### src/rtl/pc_fetch_sequencer_if.sv
// Bus bundle between the fetch sequencer, instruction memory and decode.
// The sequencer is the master; the memory/decode side is the slave.
interface pc_fetch_sequencer_if;
    // instruction memory handshake
    logic        imem_req;
    logic [31:0] imem_addr;
    logic        imem_ready;
    logic [31:0] imem_rdata;

    // decode-side instruction presentation
    logic        instr_valid;
    logic [31:0] instr;
    logic [31:0] instr_pc;
    logic [31:0] pc_plus4;
    logic        stall;

    // redirect requests resolved by decode/execute
    logic        jump;
    logic        jump_reg;
    logic [31:0] jr_target;
    logic        branch_taken;
    logic [15:0] branch_imm;

    // status
    logic        addr_error;
    logic [31:0] instr_count;

    modport master (
        output imem_req,
        output imem_addr,
        input  imem_ready,
        input  imem_rdata,
        output instr_valid,
        output instr,
        output instr_pc,
        output pc_plus4,
        input  stall,
        input  jump,
        input  jump_reg,
        input  jr_target,
        input  branch_taken,
        input  branch_imm,
        output addr_error,
        output instr_count
    );

    modport slave (
        input  imem_req,
        input  imem_addr,
        output imem_ready,
        output imem_rdata,
        input  instr_valid,
        input  instr,
        input  instr_pc,
        input  pc_plus4,
        output stall,
        output jump,
        output jump_reg,
        output jr_target,
        output branch_taken,
        output branch_imm,
        input  addr_error,
        input  instr_count
    );
endinterface

### src/rtl/pc_fetch_sequencer.sv
// Instruction fetch sequencer for the MIPS core.
// Holds the PC, fetches one word at a time over a req/ready handshake,
// presents the word to decode and picks the next PC from the sequential,
// branch, J-type or jump-register source once decode accepts it.
// Every bus output comes straight from a register, so no input reaches an
// output combinationally.
module pc_fetch_sequencer #(
    parameter logic [31:0] RESET_VECTOR = 32'h0040_0000
) (
    input  logic                    clk,
    input  logic                    reset,
    pc_fetch_sequencer_if.master    bus
);

    // The PC is always word aligned; strip any stray low bits of the vector.
    localparam logic [31:0] RESET_PC = {RESET_VECTOR[31:2], 2'b00};

    typedef enum logic [1:0] {
        IDLE  = 2'd0,
        FETCH = 2'd1,
        ISSUE = 2'd2
    } state_t;

    state_t      state_reg;
    logic [31:0] pc_reg;
    logic [31:0] instr_reg;
    logic [31:0] instr_pc_reg;
    logic [31:0] pc_plus4_reg;
    logic [31:0] count_reg;
    logic        imem_req_reg;
    logic        instr_valid_reg;
    logic        addr_error_reg;

    logic [31:0] branch_offset;
    logic [31:0] jump_target;
    logic [31:0] branch_target;
    logic [31:0] next_pc;
    logic        jr_misaligned;

    // Candidate targets are formed from the latched instruction and its
    // PC+4; only the redirect request bits come from outside.
    always_comb begin
        branch_offset = {{14{bus.branch_imm[15]}}, bus.branch_imm, 2'b00};
        jump_target   = {pc_plus4_reg[31:28], instr_reg[25:0], 2'b00};
        branch_target = pc_plus4_reg + branch_offset;
        jr_misaligned = (bus.jr_target[1:0] != 2'b00);
    end

    // Next-PC priority: jump register, then J-type, then taken branch,
    // otherwise fall through. No delay slot, so the fall-through word is
    // simply never fetched when a redirect wins.
    always_comb begin
        next_pc = pc_plus4_reg;
        if (bus.jump_reg) begin
            next_pc = {bus.jr_target[31:2], 2'b00};
        end else if (bus.jump) begin
            next_pc = jump_target;
        end else if (bus.branch_taken) begin
            next_pc = branch_target;
        end
    end

    // Sequencer FSM with all bus outputs registered alongside the state.
    always_ff @(posedge clk) begin
        if (reset) begin
            state_reg       <= IDLE;
            pc_reg          <= RESET_PC;
            instr_reg       <= 32'h0000_0000;
            instr_pc_reg    <= RESET_PC;
            pc_plus4_reg    <= RESET_PC + 32'd4;
            count_reg       <= 32'h0000_0000;
            imem_req_reg    <= 1'b0;
            instr_valid_reg <= 1'b0;
            addr_error_reg  <= 1'b0;
        end else begin
            // addr_error is a single-cycle pulse; only an accepting ISSUE
            // edge can raise it.
            addr_error_reg <= 1'b0;
            case (state_reg)
                IDLE: begin
                    state_reg    <= FETCH;
                    imem_req_reg <= 1'b1;
                end
                FETCH: begin
                    // Address stays on pc_reg until memory answers.
                    if (bus.imem_ready) begin
                        instr_reg       <= bus.imem_rdata;
                        instr_pc_reg    <= pc_reg;
                        pc_plus4_reg    <= pc_reg + 32'd4;
                        imem_req_reg    <= 1'b0;
                        instr_valid_reg <= 1'b1;
                        state_reg       <= ISSUE;
                    end
                end
                ISSUE: begin
                    // While stalled every register holds, so redirects
                    // presented during a stall have no effect.
                    if (!bus.stall) begin
                        pc_reg          <= next_pc;
                        count_reg       <= count_reg + 32'd1;
                        addr_error_reg  <= bus.jump_reg && jr_misaligned;
                        instr_valid_reg <= 1'b0;
                        imem_req_reg    <= 1'b1;
                        state_reg       <= FETCH;
                    end
                end
                default: begin
                    state_reg       <= IDLE;
                    imem_req_reg    <= 1'b0;
                    instr_valid_reg <= 1'b0;
                end
            endcase
        end
    end

    // Drive the bus from the registered state.
    always_comb begin
        bus.imem_req    = imem_req_reg;
        bus.imem_addr   = pc_reg;
        bus.instr_valid = instr_valid_reg;
        bus.instr       = instr_reg;
        bus.instr_pc    = instr_pc_reg;
        bus.pc_plus4    = pc_plus4_reg;
        bus.addr_error  = addr_error_reg;
        bus.instr_count = count_reg;
    end

endmodule

### src/flat_wrapper.sv
// flat-port wrapper written by rule: the top's interface ports become plain ports
module pc_fetch_sequencer_flat 
#(
    parameter logic [31:0] RESET_VECTOR = 32'h0040_0000
)
  (clk, reset, bus_imem_req, bus_imem_addr, bus_imem_ready, bus_imem_rdata, bus_instr_valid, bus_instr, bus_instr_pc, bus_pc_plus4, bus_stall, bus_jump, bus_jump_reg, bus_jr_target, bus_branch_taken, bus_branch_imm, bus_addr_error, bus_instr_count);
  pc_fetch_sequencer_if bus_i ();
  input  logic clk;
  input  logic reset;
  output wire logic [$bits(bus_i.imem_req)-1:0] bus_imem_req;
  output wire logic [$bits(bus_i.imem_addr)-1:0] bus_imem_addr;
  input wire logic [$bits(bus_i.imem_ready)-1:0] bus_imem_ready;
  input wire logic [$bits(bus_i.imem_rdata)-1:0] bus_imem_rdata;
  output wire logic [$bits(bus_i.instr_valid)-1:0] bus_instr_valid;
  output wire logic [$bits(bus_i.instr)-1:0] bus_instr;
  output wire logic [$bits(bus_i.instr_pc)-1:0] bus_instr_pc;
  output wire logic [$bits(bus_i.pc_plus4)-1:0] bus_pc_plus4;
  input wire logic [$bits(bus_i.stall)-1:0] bus_stall;
  input wire logic [$bits(bus_i.jump)-1:0] bus_jump;
  input wire logic [$bits(bus_i.jump_reg)-1:0] bus_jump_reg;
  input wire logic [$bits(bus_i.jr_target)-1:0] bus_jr_target;
  input wire logic [$bits(bus_i.branch_taken)-1:0] bus_branch_taken;
  input wire logic [$bits(bus_i.branch_imm)-1:0] bus_branch_imm;
  output wire logic [$bits(bus_i.addr_error)-1:0] bus_addr_error;
  output wire logic [$bits(bus_i.instr_count)-1:0] bus_instr_count;
  assign bus_imem_req = bus_i.imem_req;
  assign bus_imem_addr = bus_i.imem_addr;
  assign bus_i.imem_ready = bus_imem_ready;
  assign bus_i.imem_rdata = bus_imem_rdata;
  assign bus_instr_valid = bus_i.instr_valid;
  assign bus_instr = bus_i.instr;
  assign bus_instr_pc = bus_i.instr_pc;
  assign bus_pc_plus4 = bus_i.pc_plus4;
  assign bus_i.stall = bus_stall;
  assign bus_i.jump = bus_jump;
  assign bus_i.jump_reg = bus_jump_reg;
  assign bus_i.jr_target = bus_jr_target;
  assign bus_i.branch_taken = bus_branch_taken;
  assign bus_i.branch_imm = bus_branch_imm;
  assign bus_addr_error = bus_i.addr_error;
  assign bus_instr_count = bus_i.instr_count;
  pc_fetch_sequencer #(.RESET_VECTOR(RESET_VECTOR)) u_core (.clk(clk), .reset(reset), .bus(bus_i));
endmodule
### config.mk
export PLATFORM = sky130hd
export DESIGN_NAME = pc_fetch_sequencer_flat
export DESIGN_NICKNAME = d
export VERILOG_FILES = /design/src/rtl/pc_fetch_sequencer_if.sv /design/src/rtl/pc_fetch_sequencer.sv /design/src/flat_wrapper.sv
export SDC_FILE = /design/constraint.sdc
export NUM_CORES = 1
export LEC_CHECK = 0
export ABC_AREA = 1
export BUFFER_PORTS_ARGS = -buffer_cell sky130_fd_sc_hd__buf_2
export CORE_MARGIN = 5
export CORE_UTILIZATION = 25
export CTS_CLUSTER_SIZE = 20
export DETAILED_ROUTE_END_ITERATION = 6
export GPL_TIMING_DRIVEN = 0
export HOLD_SLACK_MARGIN = 0.05
export PLACE_DENSITY = 0.45
export REMOVE_ABC_BUFFERS = 1
export SLEW_MARGIN = 20
export SYNTH_ARGS = -nofsm -noshare
export SYNTH_HDL_FRONTEND = slang
export SYNTH_SLANG_ARGS = --single-unit
### constraint.sdc
create_clock -name clk -period 2.3 [get_ports clk]
set_clock_uncertainty 0.15 [all_clocks]
set_input_delay 0.46 -clock clk [delete_from_list [all_inputs] [get_ports clk]]
set_output_delay 0.46 -clock clk [all_outputs]
set_load 0.02 [all_outputs]
==> results summary <==
The flow ran to the end, and the final reports show no timing, DRC or antenna violations. The share of the cycle needed by the critical path after routing came out at 97.2%. The required time of the critical path is roughly 2600 ps. The per-cell routed wire length came out at 19.5 microns. The total of flip-flops plus latches after synthesis is roughly 160. Detailed placement finished with a half-perimeter wire length of 30.0 mm. Counting stages on the worst path, the most repeated cell is sky130_fd_sc_hd__nand2_2. The routing usage on met2 is 32.5%. The peak ir drop on the vdd network came out at 0.000501 V. The portion of total power attributed to the clock network came out at around two fifths. The power density over the cells came out at about 570 mW/mm^2. The clock network latency to the later pin of the worst-skew pair is between 400 and 500 ps. The highest cell delay on the worst timing path came out at 360 ps.

The max-cap violation count is 0. The worst setup path is launched from a flop. The met1 routing resource usage after global routing came out at between 20% and 30%. STA puts the critical path data arrival time at between 2000 and 2500 ps. For this run, the post-layout net count is about 1800. The kind of path behind the tightest hold check is primary input to flop. Among all flip-flop cells after synthesis, the most frequent one is sky130_fd_sc_hd__dfxtp_1. The H-tree depth reported by CTS is 4. The internal power of the cells totals between 0.004 and 0.005 W. The clock sink count is 162. Grouping stages by cell kind, the critical path spends the most delay in compound AO/OA/AOI/OAI gates. The die boundary width came out at slightly above 200 microns.

The initial utilization of the core area, before any placement, comes to roughly a quarter. The TritonCTS clock tree is yes. The setup violation total in the final timing report is 0.

The worst-path maximum fanout is 4. The die outline area is 0.0412 sq mm. Buffers inserted during clock tree synthesis total 17. The minimum hold slack came out at 78.6 ps.

The first-pass detailed-route iteration total is 5. The number of global-route vias before repair came out at just over 10000. After synthesis, flip-flops and latches occupy between 30% and 40% of the total area.

The most critical setup path has its startpoint at u_core.bus.pc_plus4[2]. The quantity of I/O buffers inserted on ports came out at approximately 250. The final max-slew violation count came out at 0. For this run, the number of Yosys warnings is 0. The placement row count is 70. The vertical extent of the die came out at 203 microns. The category of the worst setup path capture point is a flop. The switching share of power is 31.2%.

The setup path with the least slack is of type flop to flop. The maximum clock path buffer count came out at 2. The critical path goes through ha_4 > fa_2 > nand2_2 > nand2_2 > o21ai_4 > inv_2 > a21o_4 > nand3_2 > nand2_2 > nand2_1 > nand2_1 > o21ai_2 > a21oi_2 > nor2_1.

The global routing usage summed across all routing layers is slightly below 20%. The leakage power total is ~5.6 nW. The beginning of the worst hold path is bus_imem_rdata[24]. In the final timing run, aggregate negative setup slack is 0 ps. The DRC violation total after the first TritonRoute iteration came out at 606. The core utilization of the finished layout came out at ~34%. The worst pin sits at a relative slew slack of 34.3%. In this run the critical register-to-register path is launched from u_core.bus.pc_plus4[2]. The slew at the pin closest to its max-slew limit is ~990 ps. The weighted congestion reported at the end of routability-driven placement came out at a little under 0.9. The highest clock frequency the design can meet is around 450 MHz. Counting flops with an async set or reset pin after synthesis yields a share of 0%. The analysis attributes to net switching a power of about 0.0022 W. The cell count after synthesis came out at between 1000 and 1500.

The count of pins on the block boundary is 250. The final critical path time including I/O delays and setup is between 2000 and 2500 ps. The post-synthesis average cell area came out at around 6.6 sq um. The total length of routed wires came out at 41.5 mm. The area of the core came out at between 0.03 and 0.04 sq mm.

The met3 routing resource usage after global routing came out at around 5.3%. After detailed routing, the number of remaining DRC violations is 0. The initial antenna violation count came out at 8.

Yosys mapped the design onto 55 distinct sky130hd cell types. The count of buffer and inverter cells on the critical path came out at 1. The number of vias per cell after detailed routing came out at between 4 and 5. The residual overflow from global routing came out at 0. The remaining number of nets flagged by the antenna check after routing is 0. The final hold violation count came out at 0. The synthesized area is between 0.009 and 0.01 sq mm. The slowest stage cell on the critical path is sky130_fd_sc_hd__dfxtp_4. The global-route wire length before repair came out at around 60 mm. The tree is rooted in a sky130_fd_sc_hd__clkbuf_16. The area added between synthesis and finish is 35.9%. Per report_power, the sequential group accounts for ~42% of the total. Setup repair after global routing could not meet its margin everywhere. Combinational logic is responsible for approximately 18% of the overall power. The most heavily used metal layer in global routing is met2. The detailed-route via count came out at approximately 10000. The maximum number of pins on one net before global-route repair is just over 100. The fraction of layout instances using a drive strength above 1 is 29.5%. The post-CTS clock slew at the launch and capture registers of the worst setup and hold paths is about 70 ps. The synthesized design contains 0 enable-type register cells.
metal layers:
layer	up-vias	wire, microns
met4	14	571
li1	5156	-
met1	4809	18600
met5	-	83
met3	46	2390
met2	223	19800
cell families after synthesis:
kind of cell,Yosys count,synth area share (%)
muxes,1,0.108
adders and majority gates,32,4.39
AOI/OAI and AO/OA,352,20.4
and+or+nand+nor,621,29.1
DFF,162,34.9
buffers and inverters,208,8.60
xor gates and xnor gates,27,2.54
per-stage QoR:
step           setup WS [ps]  area [sq um]  instances  total power (W)
3_3_place_gp           -9590         10900       2062          0.00418
3_5_place_dp            -934         11100       2068          0.00421
6_report                64.2         12600       2128          0.00718
5_1_grt                -77.7         12600       2128          0.00752
4_1_cts                -2.69         12000       2116          0.00720
2_1_floorplan          -3630          9060       1345          0.00369
repair_timing:
action / 4_1_cts / 5_1_grt
resized for setup: 74 / 127
setup endpoints to repair: 41 / 42
hold endpoints to repair: 0 / 0
buffers inserted: 15 / 10
pin swaps: 13 / 23
hold buffers: 0 / 0
gates cloned: 1 / 1
tightest hold or removal path, cell delays in order:
cell and delay (ps):
sky130_fd_sc_hd__buf_2 70, sky130_fd_sc_hd__nor2_1 30, sky130_fd_sc_hd__nor2_1 80
placed cells by master (no fill, tap or decap), types with 19 or more instances in the layout:
cell                      count
sky130_fd_sc_hd__inv_1      141
sky130_fd_sc_hd__ha_4        21
sky130_fd_sc_hd__nand3_1     56
sky130_fd_sc_hd__nor2_1     196
sky130_fd_sc_hd__a21oi_1    134
sky130_fd_sc_hd__a21oi_2     19
sky130_fd_sc_hd__dfxtp_2     19
sky130_fd_sc_hd__buf_2      247
sky130_fd_sc_hd__nand2_1    230
sky130_fd_sc_hd__nor3_1      19
sky130_fd_sc_hd__buf_4       25
sky130_fd_sc_hd__dfxtp_1    133
sky130_fd_sc_hd__o21ai_0    127
sky130_fd_sc_hd__nand2_2     31
path summary, 6_finish.rpt:
path	end	slack [ps]	cells after the start
worst min-delay path	u_core.bus.instr[24]	80	3
worst max-delay path	u_core.bus.imem_addr[18]	60	14
worst max register to register	u_core.bus.imem_addr[18]	60	14
worst min register to register	u_core.bus.instr_pc[2]	310	2
synthesized netlist by cell type, types with 5 or more instances:
library cell | count | share of area, %
sky130_fd_sc_hd__a21o_1 | 6 | 0.48
sky130_fd_sc_hd__a21oi_1 | 155 | 8.3
sky130_fd_sc_hd__a22o_1 | 6 | 0.57
sky130_fd_sc_hd__a31oi_1 | 13 | 0.87
sky130_fd_sc_hd__clkbuf_1 | 49 | 2.0
sky130_fd_sc_hd__dfxtp_1 | 162 | 35
sky130_fd_sc_hd__ha_1 | 31 | 4.2
sky130_fd_sc_hd__inv_1 | 144 | 5.8
sky130_fd_sc_hd__nand2_1 | 261 | 11
sky130_fd_sc_hd__nand3_1 | 61 | 3.3
sky130_fd_sc_hd__nand3_2 | 6 | 0.65
sky130_fd_sc_hd__nand4_1 | 18 | 1.2
sky130_fd_sc_hd__nor2_1 | 212 | 8.6
sky130_fd_sc_hd__nor2_2 | 5 | 0.34
sky130_fd_sc_hd__nor3_1 | 27 | 1.5
sky130_fd_sc_hd__nor4_1 | 10 | 0.67
sky130_fd_sc_hd__o211ai_1 | 8 | 0.65
sky130_fd_sc_hd__o21ai_0 | 139 | 7.5
sky130_fd_sc_hd__o21bai_1 | 6 | 0.48
sky130_fd_sc_hd__xnor2_1 | 13 | 1.2
sky130_fd_sc_hd__xor2_1 | 14 | 1.3
power groups by stage:
stage	Sequential, W	Combinational, W	Clock [W]
after floorplan	0.00320	0.000485	0
after global placement	0.00308	0.00110	0
after detailed placement	0.00308	0.00113	0
after CTS	0.00302	0.00119	0.00299
after global routing	0.00304	0.00140	0.00308
final	0.00302	0.00127	0.00289
final cells by class:
type	instances	area (sq um)
multi-input cells	1034	5960
diodes	1	2.50
repair buffers	280	1600
clock buffers	21	470
inverters	150	604
fillers	3994	24100
flip-flops and latches	162	3300
well taps	468	586
clock inverters	11	101
repair inverters	1	11.3
(Power assumes the default switching activity.)
